==> src/rtl/instruction_fetch_unit.sv <==
// ---------------------------------------------------------------------------
// instruction_fetch_unit
//
// Fetch stage feeding InstructionDecoder. Holds the PC, issues word requests
// to instruction memory over a req/ack handshake, and presents each returned
// word to the decoder together with its address, an enable and the R/I/J
// type code. Branch and jump redirects are taken relative to the address of
// the instruction currently held for the decoder.
//
// Ports
//   clk          rising-edge clock
//   rst          asynchronous, active-high reset
//   imem_req     memory request (high in FETCH and DROP)
//   imem_addr    request address, held constant until imem_ack
//   imem_ack     request complete, imem_rdata valid this cycle
//   imem_rdata   returned instruction word
//   stall        decoder cannot accept a new instruction
//   br_taken     take branch relative to inst_pc
//   br_offset    branch immediate in words (signed)
//   jmp          take jump (priority over br_taken)
//   jmp_target   26-bit jump target field
//   instruction  instruction presented to the decoder
//   inst_pc      address of instruction
//   dec_enable   instruction holds a valid instruction
//   dec_type     0=R, 1=I, 2=J
// ---------------------------------------------------------------------------
module instruction_fetch_unit #(
    parameter int                    ADDR_LEN = 32,
    parameter int                    DATA_LEN = 32,
    parameter logic [ADDR_LEN-1:0]   RESET_PC = '0
) (
    input  logic                clk,
    input  logic                rst,
    output logic                imem_req,
    output logic [ADDR_LEN-1:0] imem_addr,
    input  logic                imem_ack,
    input  logic [DATA_LEN-1:0] imem_rdata,
    input  logic                stall,
    input  logic                br_taken,
    input  logic [15:0]         br_offset,
    input  logic                jmp,
    input  logic [25:0]         jmp_target,
    output logic [DATA_LEN-1:0] instruction,
    output logic [ADDR_LEN-1:0] inst_pc,
    output logic                dec_enable,
    output logic [1:0]          dec_type
);

    localparam logic [ADDR_LEN-1:0] PC_STEP = ADDR_LEN'(4);

    typedef enum logic [1:0] {
        S_IDLE  = 2'd0,
        S_FETCH = 2'd1,
        S_HOLD  = 2'd2,
        S_DROP  = 2'd3
    } state_t;

    state_t                r_state;
    state_t                w_state_nxt;
    logic [ADDR_LEN-1:0]   r_pc;
    logic [ADDR_LEN-1:0]   w_pc_nxt;
    logic [ADDR_LEN-1:0]   w_addr_nxt;

    // Skid buffer: catches a word that returned while the decoder was stalled.
    logic                  r_skid_vld;
    logic [DATA_LEN-1:0]   r_skid_data;
    logic [ADDR_LEN-1:0]   r_skid_pc;

    logic                  w_redirect;
    logic [ADDR_LEN-1:0]   w_inst_seq;
    logic signed [ADDR_LEN-1:0] w_br_ofs;
    logic [ADDR_LEN-1:0]   w_target;

    logic                  w_cap_mem;
    logic                  w_cap_skid;
    logic                  w_to_skid;
    logic                  w_bubble;
    logic                  w_flush;

    // Opcode field -> decoder type code.
    function automatic logic [1:0] f_dec_type(input logic [5:0] op);
        if (op == 6'b000000)
            return 2'd0;
        else if (op == 6'b000010 || op == 6'b000011)
            return 2'd2;
        else
            return 2'd1;
    endfunction

    // A redirect only means something while a real instruction is held.
    assign w_redirect = (br_taken | jmp) & dec_enable;
    assign w_inst_seq = inst_pc + PC_STEP;
    assign w_br_ofs   = {{(ADDR_LEN-18){br_offset[15]}}, br_offset, 2'b00};
    assign w_target   = jmp ? {w_inst_seq[ADDR_LEN-1:28], jmp_target, 2'b00}
                            : w_inst_seq + $unsigned(w_br_ofs);

    // Request is a pure function of state so an async reset withdraws it at once.
    assign imem_req = (r_state == S_FETCH) || (r_state == S_DROP);

    always_comb begin
        w_state_nxt = r_state;
        w_pc_nxt    = r_pc;
        w_addr_nxt  = imem_addr;
        w_cap_mem   = 1'b0;
        w_cap_skid  = 1'b0;
        w_to_skid   = 1'b0;
        w_bubble    = 1'b0;
        w_flush     = 1'b0;
        case (r_state)
            S_IDLE: begin
                if (w_redirect) begin
                    w_flush     = 1'b1;
                    w_pc_nxt    = w_target;
                    w_addr_nxt  = w_target;
                    w_state_nxt = S_FETCH;
                end else if (!stall) begin
                    w_addr_nxt  = r_pc;
                    w_state_nxt = S_FETCH;
                end
            end
            S_FETCH: begin
                if (w_redirect) begin
                    w_flush  = 1'b1;
                    w_pc_nxt = w_target;
                    // An unacked request cannot be withdrawn; wait it out in DROP.
                    if (imem_ack)
                        w_addr_nxt = w_target;
                    else
                        w_state_nxt = S_DROP;
                end else if (imem_ack) begin
                    w_pc_nxt = r_pc + PC_STEP;
                    if (stall) begin
                        w_to_skid   = 1'b1;
                        w_state_nxt = S_HOLD;
                    end else begin
                        w_cap_mem  = 1'b1;
                        w_addr_nxt = r_pc + PC_STEP;
                    end
                end else if (!stall) begin
                    w_bubble = 1'b1;
                end
            end
            S_HOLD: begin
                if (w_redirect) begin
                    w_flush     = 1'b1;
                    w_pc_nxt    = w_target;
                    w_addr_nxt  = w_target;
                    w_state_nxt = S_FETCH;
                end else if (!stall && r_skid_vld) begin
                    w_cap_skid  = 1'b1;
                    w_addr_nxt  = r_pc;
                    w_state_nxt = S_FETCH;
                end
            end
            S_DROP: begin
                if (w_redirect)
                    w_pc_nxt = w_target;
                if (imem_ack) begin
                    w_addr_nxt  = w_pc_nxt;
                    w_state_nxt = S_FETCH;
                end
            end
            default: w_state_nxt = S_IDLE;
        endcase
    end

    always_ff @(posedge clk or posedge rst) begin
        if (rst) begin
            r_state     <= S_IDLE;
            r_pc        <= RESET_PC;
            imem_addr   <= '0;
            instruction <= '0;
            inst_pc     <= '0;
            dec_enable  <= 1'b0;
            dec_type    <= 2'd0;
            r_skid_vld  <= 1'b0;
            r_skid_data <= '0;
            r_skid_pc   <= '0;
        end else begin
            r_state   <= w_state_nxt;
            r_pc      <= w_pc_nxt;
            imem_addr <= w_addr_nxt;

            if (w_cap_mem) begin
                instruction <= imem_rdata;
                inst_pc     <= imem_addr;
                dec_enable  <= 1'b1;
                dec_type    <= f_dec_type(imem_rdata[DATA_LEN-1 -: 6]);
            end else if (w_cap_skid) begin
                instruction <= r_skid_data;
                inst_pc     <= r_skid_pc;
                dec_enable  <= 1'b1;
                dec_type    <= f_dec_type(r_skid_data[DATA_LEN-1 -: 6]);
            end else if (w_flush || w_bubble) begin
                dec_enable <= 1'b0;
            end

            if (w_to_skid) begin
                r_skid_vld  <= 1'b1;
                r_skid_data <= imem_rdata;
                r_skid_pc   <= imem_addr;
            end else if (w_flush || w_cap_skid) begin
                r_skid_vld <= 1'b0;
            end
        end
    end

endmodule

==> config.mk <==
export PLATFORM = sky130hd
export DESIGN_NAME = instruction_fetch_unit
export DESIGN_NICKNAME = d
export VERILOG_FILES = /design/src/rtl/instruction_fetch_unit.sv
export SDC_FILE = /design/constraint.sdc
export NUM_CORES = 1
export LEC_CHECK = 0
export ABC_CLOCK_PERIOD_IN_PS = 5800
export BUFFER_PORTS_ARGS = -buffer_cell sky130_fd_sc_hd__buf_2
export CAP_MARGIN = 20
export CORE_MARGIN = 4
export CORE_UTILIZATION = 52
export DETAILED_ROUTE_END_ITERATION = 16
export HOLD_SLACK_MARGIN = 0.08
export PLACE_DENSITY = 0.77
export SYNTH_ARGS = -nofsm -noshare
export SYNTH_HDL_FRONTEND = slang
export SYNTH_SLANG_ARGS = --single-unit
==> constraint.sdc <==
create_clock -name clk -period 5.8 [get_ports clk]
set_clock_uncertainty 0.05 [all_clocks]
set_input_delay 0.29 -clock clk [delete_from_list [all_inputs] [get_ports clk]]
set_output_delay 0.29 -clock clk [all_outputs]
set_load 0.005 [all_outputs]
==> results of run 1 <==
synth_stat cells, types with 8 or more instances:
cell type / instances
sky130_fd_sc_hd__clkbuf_1: 42
sky130_fd_sc_hd__a21o_1: 26
sky130_fd_sc_hd__mux2_2: 72
sky130_fd_sc_hd__a21oi_1: 53
sky130_fd_sc_hd__buf_2: 8
sky130_fd_sc_hd__nand2_1: 152
sky130_fd_sc_hd__xor2_1: 36
sky130_fd_sc_hd__and3_1: 14
sky130_fd_sc_hd__xnor2_1: 47
sky130_fd_sc_hd__o21ai_0: 54
sky130_fd_sc_hd__mux2i_1: 8
sky130_fd_sc_hd__nand3_1: 30
sky130_fd_sc_hd__nor3_1: 12
sky130_fd_sc_hd__a211oi_1: 11
sky130_fd_sc_hd__dfrtp_1: 198
sky130_fd_sc_hd__inv_1: 17
sky130_fd_sc_hd__nor2_1: 169
sky130_fd_sc_hd__o22ai_1: 65
sky130_fd_sc_hd__a31oi_1: 12
sky130_fd_sc_hd__buf_1: 11
sky130_fd_sc_hd__nand4_1: 13
sky130_fd_sc_hd__ha_1: 36
per-layer routing:
metal | GRT usage (%) | routed length (µm) | vias up
li1 | - | - | 4623
met1 | 35.5 | 13600 | 4841
met2 | 44.6 | 15800 | 358
met3 | 5.23 | 2120 | 49
met4 | 8.58 | 701 | 0
met5 | 0 | 0 | -
report_power, final:
group          leakage, nW  switching [mW]  internal (mW)
logic                 3.32            1.95           1.55
registers             2.31           0.619           2.07
clock network        0.298           0.639          0.594
per-stage QoR:
step / utilization [%] / worst slack (ns) / power (mW) / instance area (µm²)
finish: 62.9 / 1.58 / 7.42 / 13300
floorplan: - / 0.0627 / 4.98 / 11200
detailed placement: 58.3 / 1.64 / 6.12 / 12300
global route: 62.9 / 1.23 / 7.97 / 13300
global placement: 58.3 / 1.78 / 6.01 / 12300
CTS: 62.8 / 1.60 / 7.39 / 13200
cells by family after synthesis:
| logic type | Yosys count | synth area share [%] |
|---|---|---|
| adders and majority gates | 37 | 4.20 |
| AOI/OAI and AO/OA | 285 | 16.4 |
| DFF | 198 | 44.2 |
| buffers and inverters | 80 | 2.87 |
| xor gates and xnor gates | 83 | 6.49 |
| and+or+nand+nor | 438 | 17.9 |
| muxes | 80 | 7.95 |
worst paths after layout:
path                                        end  slack [ns]       startpoint  cells after the start
worst max register to register    imem_addr[31]        1.58       inst_pc[4]                     15
worst min-delay path                   r_pc[27]        0.08   jmp_target[25]                      3
worst max-delay path              imem_addr[31]        1.58       inst_pc[4]                     15
worst min register to register  instruction[30]        0.43  instruction[30]                      2
min in group asynchronous       instruction[11]        0.54              rst                      3
max in group asynchronous              r_pc[18]        3.83              rst                      4
flip-flops by register name, summed over array words and instances (netlist names):
| name | count |
|---|---|
| dec_enable | 1 |
| r_pc | 32 |
| r_skid_vld | 1 |
| instruction | 32 |
| inst_pc | 32 |
| r_skid_data | 32 |
| dec_type | 2 |
| r_state | 2 |
| r_skid_pc | 32 |
| imem_addr | 32 |
repair_timing:
item                       4_1_cts  5_1_grt
hold buffers                    33        0
setup endpoints to repair        0        0
hold endpoints to repair       173        0
area by class of cell:
| cell class | instances | area (µm²) |
|---|---|---|
| multi-input combinational | 923 | 5950 |
| sequential | 198 | 4950 |
| timing repair buffer | 224 | 1330 |
| inverter | 17 | 71.3 |
| fill | 1730 | 7820 |
| clock buffer | 17 | 425 |
| clock inverter | 15 | 185 |
| tap | 275 | 344 |
worst register-to-register path: cells and delay by family, from the launching register on:
kind                     cells  cell delay (ns)
XOR/XNOR                     1             0.16
AO/OA/AOI/OAI                5             1.01
adder cells (fa/ha/maj)      1             0.22
AND/OR/NAND/NOR              8             2.21
flip-flops                   1             0.46
==> results by group, run 1 <==
Status
  • Outcome: finished clean

Clock network
  • CTS clk-pin slew, worst paths: 0.08 ns
  • Clock tree from TritonCTS: built
  • CTS buffer count: 17
  • Max Buffers Root-to-Sink: 2
  • CTS H-tree lvls: 4
  • Clock latency reported for the late side of the worst-skew pair: 0.45 ns
  • # clock sinks: 198
  • Number of gates given a new drive strength after cts: 0
  • Post-CTS Setup Repair Bufs: 0
  • Master cell of the clock root buffer: sky130_fd_sc_hd__clkbuf_16

GRT
  • First-pass GRT wire length: 51400 µm
  • Sum of overflow across all layers after global routing: 0
  • Largest net degree at the start of global routing: 137
  • GRT Overall Usage: 26.8%
  • Antenna violations before repair: 0
  • Via count of the first global-routing pass: 9845

Die
  • Initial standard-cell utilization of the core: 53.1%
  • DIE WIDTH: 155 µm
  • Number of placement rows: 53
  • Height of the die: 155 µm
  • Full die area: 24000 µm²
  • I/O pin count: 180
  • Core area: 21100 µm²

Final layout
  • Area added between synthesis and finish: 18.4%
  • Final Net Count: 1498
  • Most common cell after layout, fill and taps aside: sky130_fd_sc_hd__dfrtp_1
  • Share of post-route cells with drive strength above 1: 23.5%
  • Number of non-filler instances in the completed layout: 1669
  • Number of inserted diodes: 0
  • Leading cell types in the layout, fill and taps excluded: sky130_fd_sc_hd__dfrtp_1 (198), sky130_fd_sc_hd__buf_2 (179), sky130_fd_sc_hd__nor2_1 (169)

Timing
  • Final-report setup violation count: 0
  • Crit share post-route: 72.8%
  • Setup repair after global routing missed its margin: false
  • Count of pins over their slew limit: 0
  • F_max: 0.237 GHz
  • Worst slew margin relative to its limit: 30.5%
  • Worst-margin pin slew: 1.04 ns
  • Tmin final: 4.22 ns
  • Number of failing hold endpoints at the final stage: 0
  • Post-Route Hold Slack: 0.0837 ns
  • Final sum of negative setup slack: 0 ns

Logic synthesis
  • Number of enable flip-flop cells after synthesis: 0
  • Synth Warn #: 0
  • Synth area leader: sky130_fd_sc_hd__dfrtp_1
  • Post-Synthesis Cells: 1201
  • Proportion of register bits with asynchronous set or reset after synthesis: 100%
  • Share of the synthesized area in the top cell type: 44.2%
  • Total standard cell area after synthesis: 11200 µm²
  • Number of nets produced by synthesis: 1318
  • Post-Synthesis Mean Instance Area: 9.33 µm²
  • Synth unique cells: 74
  • Sequential share of the synthesized area: 44.2%
  • Ranking of synthesized cells by area: sky130_fd_sc_hd__dfrtp_1 (44%), sky130_fd_sc_hd__mux2_2 (7.2%), sky130_fd_sc_hd__nor2_1 (5.7%)
  • Number of synthesized register bits: 198
  • Predominant post-synthesis flop cell: sky130_fd_sc_hd__dfrtp_1

Critical path
  • Ordered list of cells on the worst path: and3_1, nand3_1, nor3_2, nand4_1, xnor2_1, ha_1, a21o_1, a21o_1, a21oi_1, or2_2, and3_1, a211oi_1, or4b_4, a2111oi_2, nor3_1
  • Critical path start-end classification: flop to flop
  • Worst Setup End Kind: flop
  • Maximum fanout along the worst path: 7
  • Family with the most delay on the worst path: simple AND/OR/NAND/NOR gates
  • Crit-path slowest cell: sky130_fd_sc_hd__or4b_4
  • Startpoint class of the critical path: flop
  • Combined buffer and inverter count along the critical path: 0
  • CP arrival: 4.50 ns
  • Delay contributed by the slowest stage of the critical path: 0.56 ns
  • Data required, critical path: 6.07 ns

Route
  • Average wire length per cell after detail routing: 19.3 µm
  • Detailed-routing iteration count for the pre-antenna-repair pass: 5
  • Detailed Route Iter0 Violations: 770
  • Total vias in the final route: 9871
  • Routed WL: 32200 µm
  • Drc violations: 0
  • Average vias per placed instance: 5.91
  • Antenna-violating nets left: 0

Placement
  • Detail Placement HPWL: 22000 µm
  • Total instance count after detailed placement: 1602
  • Final estimated routing congestion in global placement: 0.983
  • Port Buf Inserts: 179

Run
  • Number of maximum-capacitance violations: 0

Power
  • Max rail drop VDD: 263 µV
  • Static power due to leakage: 5.92 nW
  • Power per Cell Area: 559 nW/µm²

Min path
  • Worst min-delay path class: input pin to flop
No activity file was read; power rests on OpenSTA's default activity.
==> run 2, diff against run 1 <==
--- a/config.mk
+++ b/config.mk
@@ -5,14 +5,14 @@
 export SDC_FILE = /design/constraint.sdc
 export NUM_CORES = 1
 export LEC_CHECK = 0
-export ABC_CLOCK_PERIOD_IN_PS = 5800
+export ABC_CLOCK_PERIOD_IN_PS = 4400
 export BUFFER_PORTS_ARGS = -buffer_cell sky130_fd_sc_hd__buf_2
 export CAP_MARGIN = 20
 export CORE_MARGIN = 4
-export CORE_UTILIZATION = 52
+export CORE_UTILIZATION = 57
 export DETAILED_ROUTE_END_ITERATION = 16
 export HOLD_SLACK_MARGIN = 0.08
-export PLACE_DENSITY = 0.77
+export PLACE_DENSITY = 0.8
 export SYNTH_ARGS = -nofsm -noshare
 export SYNTH_HDL_FRONTEND = slang
 export SYNTH_SLANG_ARGS = --single-unit
==> constraint.sdc (replaced) <==
create_clock -name clk -period 4.4 [get_ports clk]
set_clock_uncertainty 0.05 [all_clocks]
set_input_delay 0.22 -clock clk [delete_from_list [all_inputs] [get_ports clk]]
set_output_delay 0.22 -clock clk [all_outputs]
set_load 0.005 [all_outputs]
==> results by group, run 2 (synthesized netlist as in run 1, its figures left out) <==
GRT
  • Via count of the first global-routing pass: 9695
  • GR met3 Demand/Resource: 5.30%
  • Sum of overflow across all layers after global routing: 0
  • Global-route layer with the greatest usage: met2
  • Largest net degree at the start of global routing: 85
  • Global-route track usage on met1: 40.0%
  • GRT Overall Usage: 29.0%
  • Global routing usage on met2: 47.4%
  • Antenna violations before repair: 0
  • First-pass GRT wire length: 51200 µm

Route
  • Average vias per placed instance: 5.90
  • Total vias in the final route: 9848
  • Detailed Route Iter0 Violations: 801
  • Average wire length per cell after detail routing: 18.9 µm
  • Antenna-violating nets left: 0
  • Routed WL: 31600 µm
  • Detailed-routing iteration count for the pre-antenna-repair pass: 7
  • Drc violations: 0

Die
  • Initial standard-cell utilization of the core: 57.8%
  • Core area: 19400 µm²
  • Number of placement rows: 51
  • Height of the die: 148 µm
  • DIE WIDTH: 148 µm
  • Full die area: 22000 µm²
  • I/O pin count: 180

Clock network
  • Max Buffers Root-to-Sink: 2
  • CTS H-tree lvls: 4
  • Master cell of the clock root buffer: sky130_fd_sc_hd__clkbuf_16
  • CTS buffer count: 17
  • Clock tree from TritonCTS: built
  • CTS clk-pin slew, worst paths: 0.08 ns
  • # clock sinks: 198
  • Clock latency reported for the late side of the worst-skew pair: 0.44 ns

Critical path
  • CP arrival: 4.32 ns
  • Startpoint class of the critical path: flop
  • Ordered list of cells on the worst path: nand4_1, nor2_1, and3_1, nand2_1, xnor2_1, ha_1, a21o_1, a21o_1, a21oi_1, or2_2, and3_1, a211oi_1, or4b_4, a2111oi_2, nor3_1
  • Maximum fanout along the worst path: 7
  • Critical path start-end classification: flop to flop
  • Delay contributed by the slowest stage of the critical path: 0.57 ns
  • Crit-path slowest cell: sky130_fd_sc_hd__or4b_4
  • Worst Setup End Kind: flop
  • Data required, critical path: 4.66 ns

Placement
  • Final estimated routing congestion in global placement: 0.957
  • Port Buf Inserts: 179
  • Detail Placement HPWL: 21800 µm

Timing
  • Count of pins over their slew limit: 0
  • Worst slew margin relative to its limit: 26.5%
  • Setup repair after global routing missed its margin: false
  • Crit share post-route: 92.3%
  • Tmin final: 4.06 ns
  • Final-report setup violation count: 0
  • Worst-margin pin slew: 1.10 ns
  • Number of failing hold endpoints at the final stage: 0
  • Final sum of negative setup slack: 0 ns
  • F_max: 0.246 GHz

Final layout
  • Number of inserted diodes: 0
  • Leading cell types in the layout, fill and taps excluded: sky130_fd_sc_hd__dfrtp_1 (198), sky130_fd_sc_hd__buf_2 (179), sky130_fd_sc_hd__nor2_1 (169)
  • Final Net Count: 1508
  • Share of post-route cells with drive strength above 1: 23.9%
  • Post-layout utilization of the core: 69.0%
  • Most common cell after layout, fill and taps aside: sky130_fd_sc_hd__dfrtp_1
  • Area added between synthesis and finish: 19.4%

Run
  • Number of maximum-capacitance violations: 0

Power
  • Power per Cell Area: 731 nW/µm²
  • Max rail drop VDD: 338 µV
  • Static power due to leakage: 5.97 nW

Status
  • Outcome: finished clean

Min path
  • Worst min-delay path class: input pin to flop
-- run 2: changes by cell type in the layout (fill, tap and decap cells not counted), sizes merged --
cell         previous run  this run
clkinvlp                0         3
clkinv                  5         7
buf                   190       197
dlygate4sd3            33        36
inv                    27        22
-- run 2: layout make-up --
type                       instances  area (µm²)
inverter                          17        67.6
fill                            1566        6020
multi-input combinational        923        5960
clock inverter                    15         194
sequential                       198        4950
tap                              265         332
timing repair buffer             234        1450
clock buffer                      17         425
-- run 2: critical path, delay by kind of cell (launching register included) --
kind | cells | cell delay, ns
compound gates | 5 | 1.03
xor+xnor | 1 | 0.14
fa+ha+maj | 1 | 0.39
flops | 1 | 0.46
simple gates | 8 | 1.86
-- run 2: final timing paths --
kind | start | endpoint | slack, ns | cells past startpoint
worst min-delay path | jmp_target[22] | r_pc[24] | 0.10 | 3
min in group asynchronous | rst | inst_pc[22] | 0.18 | 3
max in group asynchronous | rst | r_pc[7] | 3.15 | 5
worst max-delay path | inst_pc[7] | imem_addr[31] | 0.34 | 15
worst max register to register | inst_pc[7] | imem_addr[31] | 0.34 | 15
worst min register to register | r_pc[15] | r_pc[15] | 0.44 | 2
-- run 2: where the power goes --
group	internal (mW)	total [mW]	switching, mW
Combinational	2.05	4.62	2.57
Sequential	2.73	3.54	0.814
Clock	0.780	1.61	0.834
-- run 2: timing repair --
item | in CTS | in global routing
hold buffers | 36 | 0
setup buffers | 0 | 1
resized for setup | 0 | 2
endpoints found under the setup margin | 0 | 4
endpoints found under the hold margin | 112 | 0
-- run 2: per-stage QoR --
| step | hold WS [ns] | area [µm²] | worst slack, ns | instances | power [mW] |
|---|---|---|---|---|---|
| after floorplan | 0.298 | 11200 | 0.775 | 1201 | 6.57 |
| after global placement | 0.411 | 12300 | 0.347 | 1598 | 7.95 |
| after detailed placement | 0.416 | 12300 | 0.257 | 1598 | 8.07 |
| after CTS | 0.0976 | 13300 | 0.230 | 1666 | 9.73 |
| after global routing | 0.105 | 13400 | 0.0256 | 1669 | 10.5 |
| final | 0.100 | 13400 | 0.337 | 1669 | 9.78 |
-- run 2: routing by layer --
metal	routed length, µm	part of all wire, %
met3	2040	6.5
met2	15200	48
met4	599	1.9
met1	13700	43
met5	0	0
==> run 3, diff against run 2 <==
--- a/config.mk
+++ b/config.mk
@@ -13,6 +13,7 @@
 export DETAILED_ROUTE_END_ITERATION = 16
 export HOLD_SLACK_MARGIN = 0.08
 export PLACE_DENSITY = 0.8
+export REMOVE_ABC_BUFFERS = 1
 export SYNTH_ARGS = -nofsm -noshare
 export SYNTH_HDL_FRONTEND = slang
 export SYNTH_SLANG_ARGS = --single-unit
==> results by group, run 3 (synthesized netlist as in run 1, its figures left out) <==
Status
  • Outcome: finished clean

Final layout
  • Most common cell after layout, fill and taps aside: sky130_fd_sc_hd__dfrtp_1
  • Number of inserted diodes: 0
  • Leading cell types in the layout, fill and taps excluded: sky130_fd_sc_hd__dfrtp_1 (197), sky130_fd_sc_hd__buf_2 (179), sky130_fd_sc_hd__nor2_1 (169)
  • Fill cell count: 1524
  • Multi-input logic area: 5960 µm²
  • Area added between synthesis and finish: 19.3%
  • Share of post-route cells with drive strength above 1: 24.0%
  • Final Net Count: 1506
  • Flip-flop and latch area: 4960 µm²
  • Post-layout utilization of the core: 68.9%

Timing
  • Worst-margin pin slew: 1.16 ns
  • Final sum of negative setup slack: 0 ns
  • Setup repair after global routing missed its margin: false
  • Number of failing hold endpoints at the final stage: 0
  • Post-Route Hold Slack: 0.103 ns
  • Worst slew margin relative to its limit: 22.7%
  • Count of pins over their slew limit: 0
  • Crit share post-route: 92.1%
  • Final-report setup violation count: 0
  • Final WS setup: 0.350 ns
  • Tmin final: 4.05 ns
  • F_max: 0.247 GHz

Run
  • Number of maximum-capacitance violations: 0

Die
  • Number of placement rows: 51
  • DIE WIDTH: 148 µm
  • Full die area: 22000 µm²
  • I/O pin count: 180
  • Initial standard-cell utilization of the core: 57.8%
  • Height of the die: 148 µm
  • Core area: 19400 µm²

Critical path
  • Data required, critical path: 4.68 ns
  • Ordered list of cells on the worst path: and3_1, nand3_1, nor3_4, buf_12, nand4_1, xnor2_1, ha_1, a21o_1, a21o_1, a21oi_1, or2_2, and3_1, a211oi_1, or4b_4, a2111oi_2, nor3_1
  • Crit-path slowest cell: sky130_fd_sc_hd__or4b_4
  • Critical path start-end classification: flop to flop
  • CP arrival: 4.34 ns
  • Maximum fanout along the worst path: 7
  • Startpoint class of the critical path: flop
  • Delay contributed by the slowest stage of the critical path: 0.56 ns
  • Worst Setup End Kind: flop

Route
  • Drc violations: 0
  • Detailed Route Iter0 Violations: 889
  • Total vias in the final route: 9963
  • Average wire length per cell after detail routing: 19.1 µm
  • Average vias per placed instance: 5.98
  • Detailed-routing iteration count for the pre-antenna-repair pass: 6
  • Routed WL: 31800 µm
  • Antenna-violating nets left: 0

GRT
  • Via count of the first global-routing pass: 9797
  • Antenna violations before repair: 2
  • First-pass GRT wire length: 51400 µm
  • Sum of overflow across all layers after global routing: 0
  • GRT Overall Usage: 29.2%
  • Largest net degree at the start of global routing: 133

Clock network
  • CTS buffer count: 17
  • CTS H-tree lvls: 4
  • Clock tree from TritonCTS: built
  • Max Buffers Root-to-Sink: 2
  • CTS clk-pin slew, worst paths: 0.09 ns
  • Master cell of the clock root buffer: sky130_fd_sc_hd__clkbuf_16
  • # clock sinks: 198
  • Clock latency reported for the late side of the worst-skew pair: 0.46 ns

Min path
  • Worst min-delay path class: input pin to flop

Placement
  • Detail Placement HPWL: 21700 µm
  • Final estimated routing congestion in global placement: 0.951
  • Port Buf Inserts: 179
  • Worst-case setup slack after placement: 0.227 ns

Power
  • Static power due to leakage: 5.98 nW
  • Power, Total: 9.91 mW
  • Max rail drop VDD: 368 µV
  • Power per Cell Area: 741 nW/µm²
[run 3: cell count changes in the layout (fill, tap and decap cells not counted)]
cell / before / now
sky130_fd_sc_hd__dlygate4sd3_1: 36 / 34
sky130_fd_sc_hd__inv_16: 0 / 1
sky130_fd_sc_hd__dfrtp_2: 0 / 1
sky130_fd_sc_hd__buf_4: 14 / 15
sky130_fd_sc_hd__clkinv_4: 1 / 0
sky130_fd_sc_hd__dfrtp_1: 198 / 197
sky130_fd_sc_hd__clkinv_8: 6 / 5
sky130_fd_sc_hd__buf_12: 4 / 2
sky130_fd_sc_hd__buf_6: 0 / 1
sky130_fd_sc_hd__inv_12: 2 / 5
sky130_fd_sc_hd__inv_8: 2 / 3
sky130_fd_sc_hd__clkinvlp_4: 3 / 0
[run 3: worst paths after layout]
check	from	end	slack (ns)	cells past startpoint
setup reg to reg	inst_pc[4]	imem_addr[31]	0.35	16
min in group asynchronous	rst	instruction[24]	0.47	3
hold / removal	jmp_target[21]	r_pc[23]	0.10	3
max in group asynchronous	rst	inst_pc[12]	2.73	4
hold reg to reg	instruction[3]	instruction[3]	0.45	2
setup / recovery	inst_pc[4]	imem_addr[31]	0.35	16
[run 3: final cells by class]
| type | instances | share of cell area, % |
|---|---|---|
| Clock inverter | 15 | 1.67 |
| Sequential cell | 198 | 37.1 |
| Multi-Input combinational cell | 923 | 44.6 |
| Clock buffer | 17 | 3.18 |
| Tap cell | 265 | 2.48 |
| Inverter | 17 | 0.533 |
| Timing Repair Buffer | 232 | 10.5 |
[run 3: worst max-delay path, delay by kind of cell (launching register included)]
kind | cells | cell delay (ns)
AOI/OAI and AO/OA | 5 | 1.01
xor gates and xnor gates | 1 | 0.15
adders and majority gates | 1 | 0.22
buffers and inverters | 1 | 0.14
DFF | 1 | 0.44
and+or+nand+nor | 8 | 1.92
[run 3: power breakdown]
part	internal, mW	switching [mW]
Sequential	2.73	0.833
Clock	0.807	0.886
Combinational	2.06	2.59
Total	5.59	4.31
[run 3: layer usage]
layer | vias up | global-route usage, % | part of all wire [%]
li1 | 4654 | - | -
met1 | 4925 | 39.8 | 42
met2 | 336 | 48.3 | 48
met3 | 44 | 5.64 | 7.6
met4 | 4 | 7.90 | 1.7
met5 | - | 0 | 0.066
[run 3: repair_timing]
item	in CTS	in global routing
hold buffers	34	0
buffers inserted	0	1
hold endpoints to repair	196	0
resized for setup	0	3
endpoints found under the setup margin	0	5
[run 3: per-stage QoR]
stage | cells | instance area, µm²
after global routing | 1667 | 13400
after global placement | 1598 | 12300
after CTS | 1664 | 13300
after floorplan | 1138 | 10900
after detailed placement | 1598 | 12300
final | 1667 | 13400
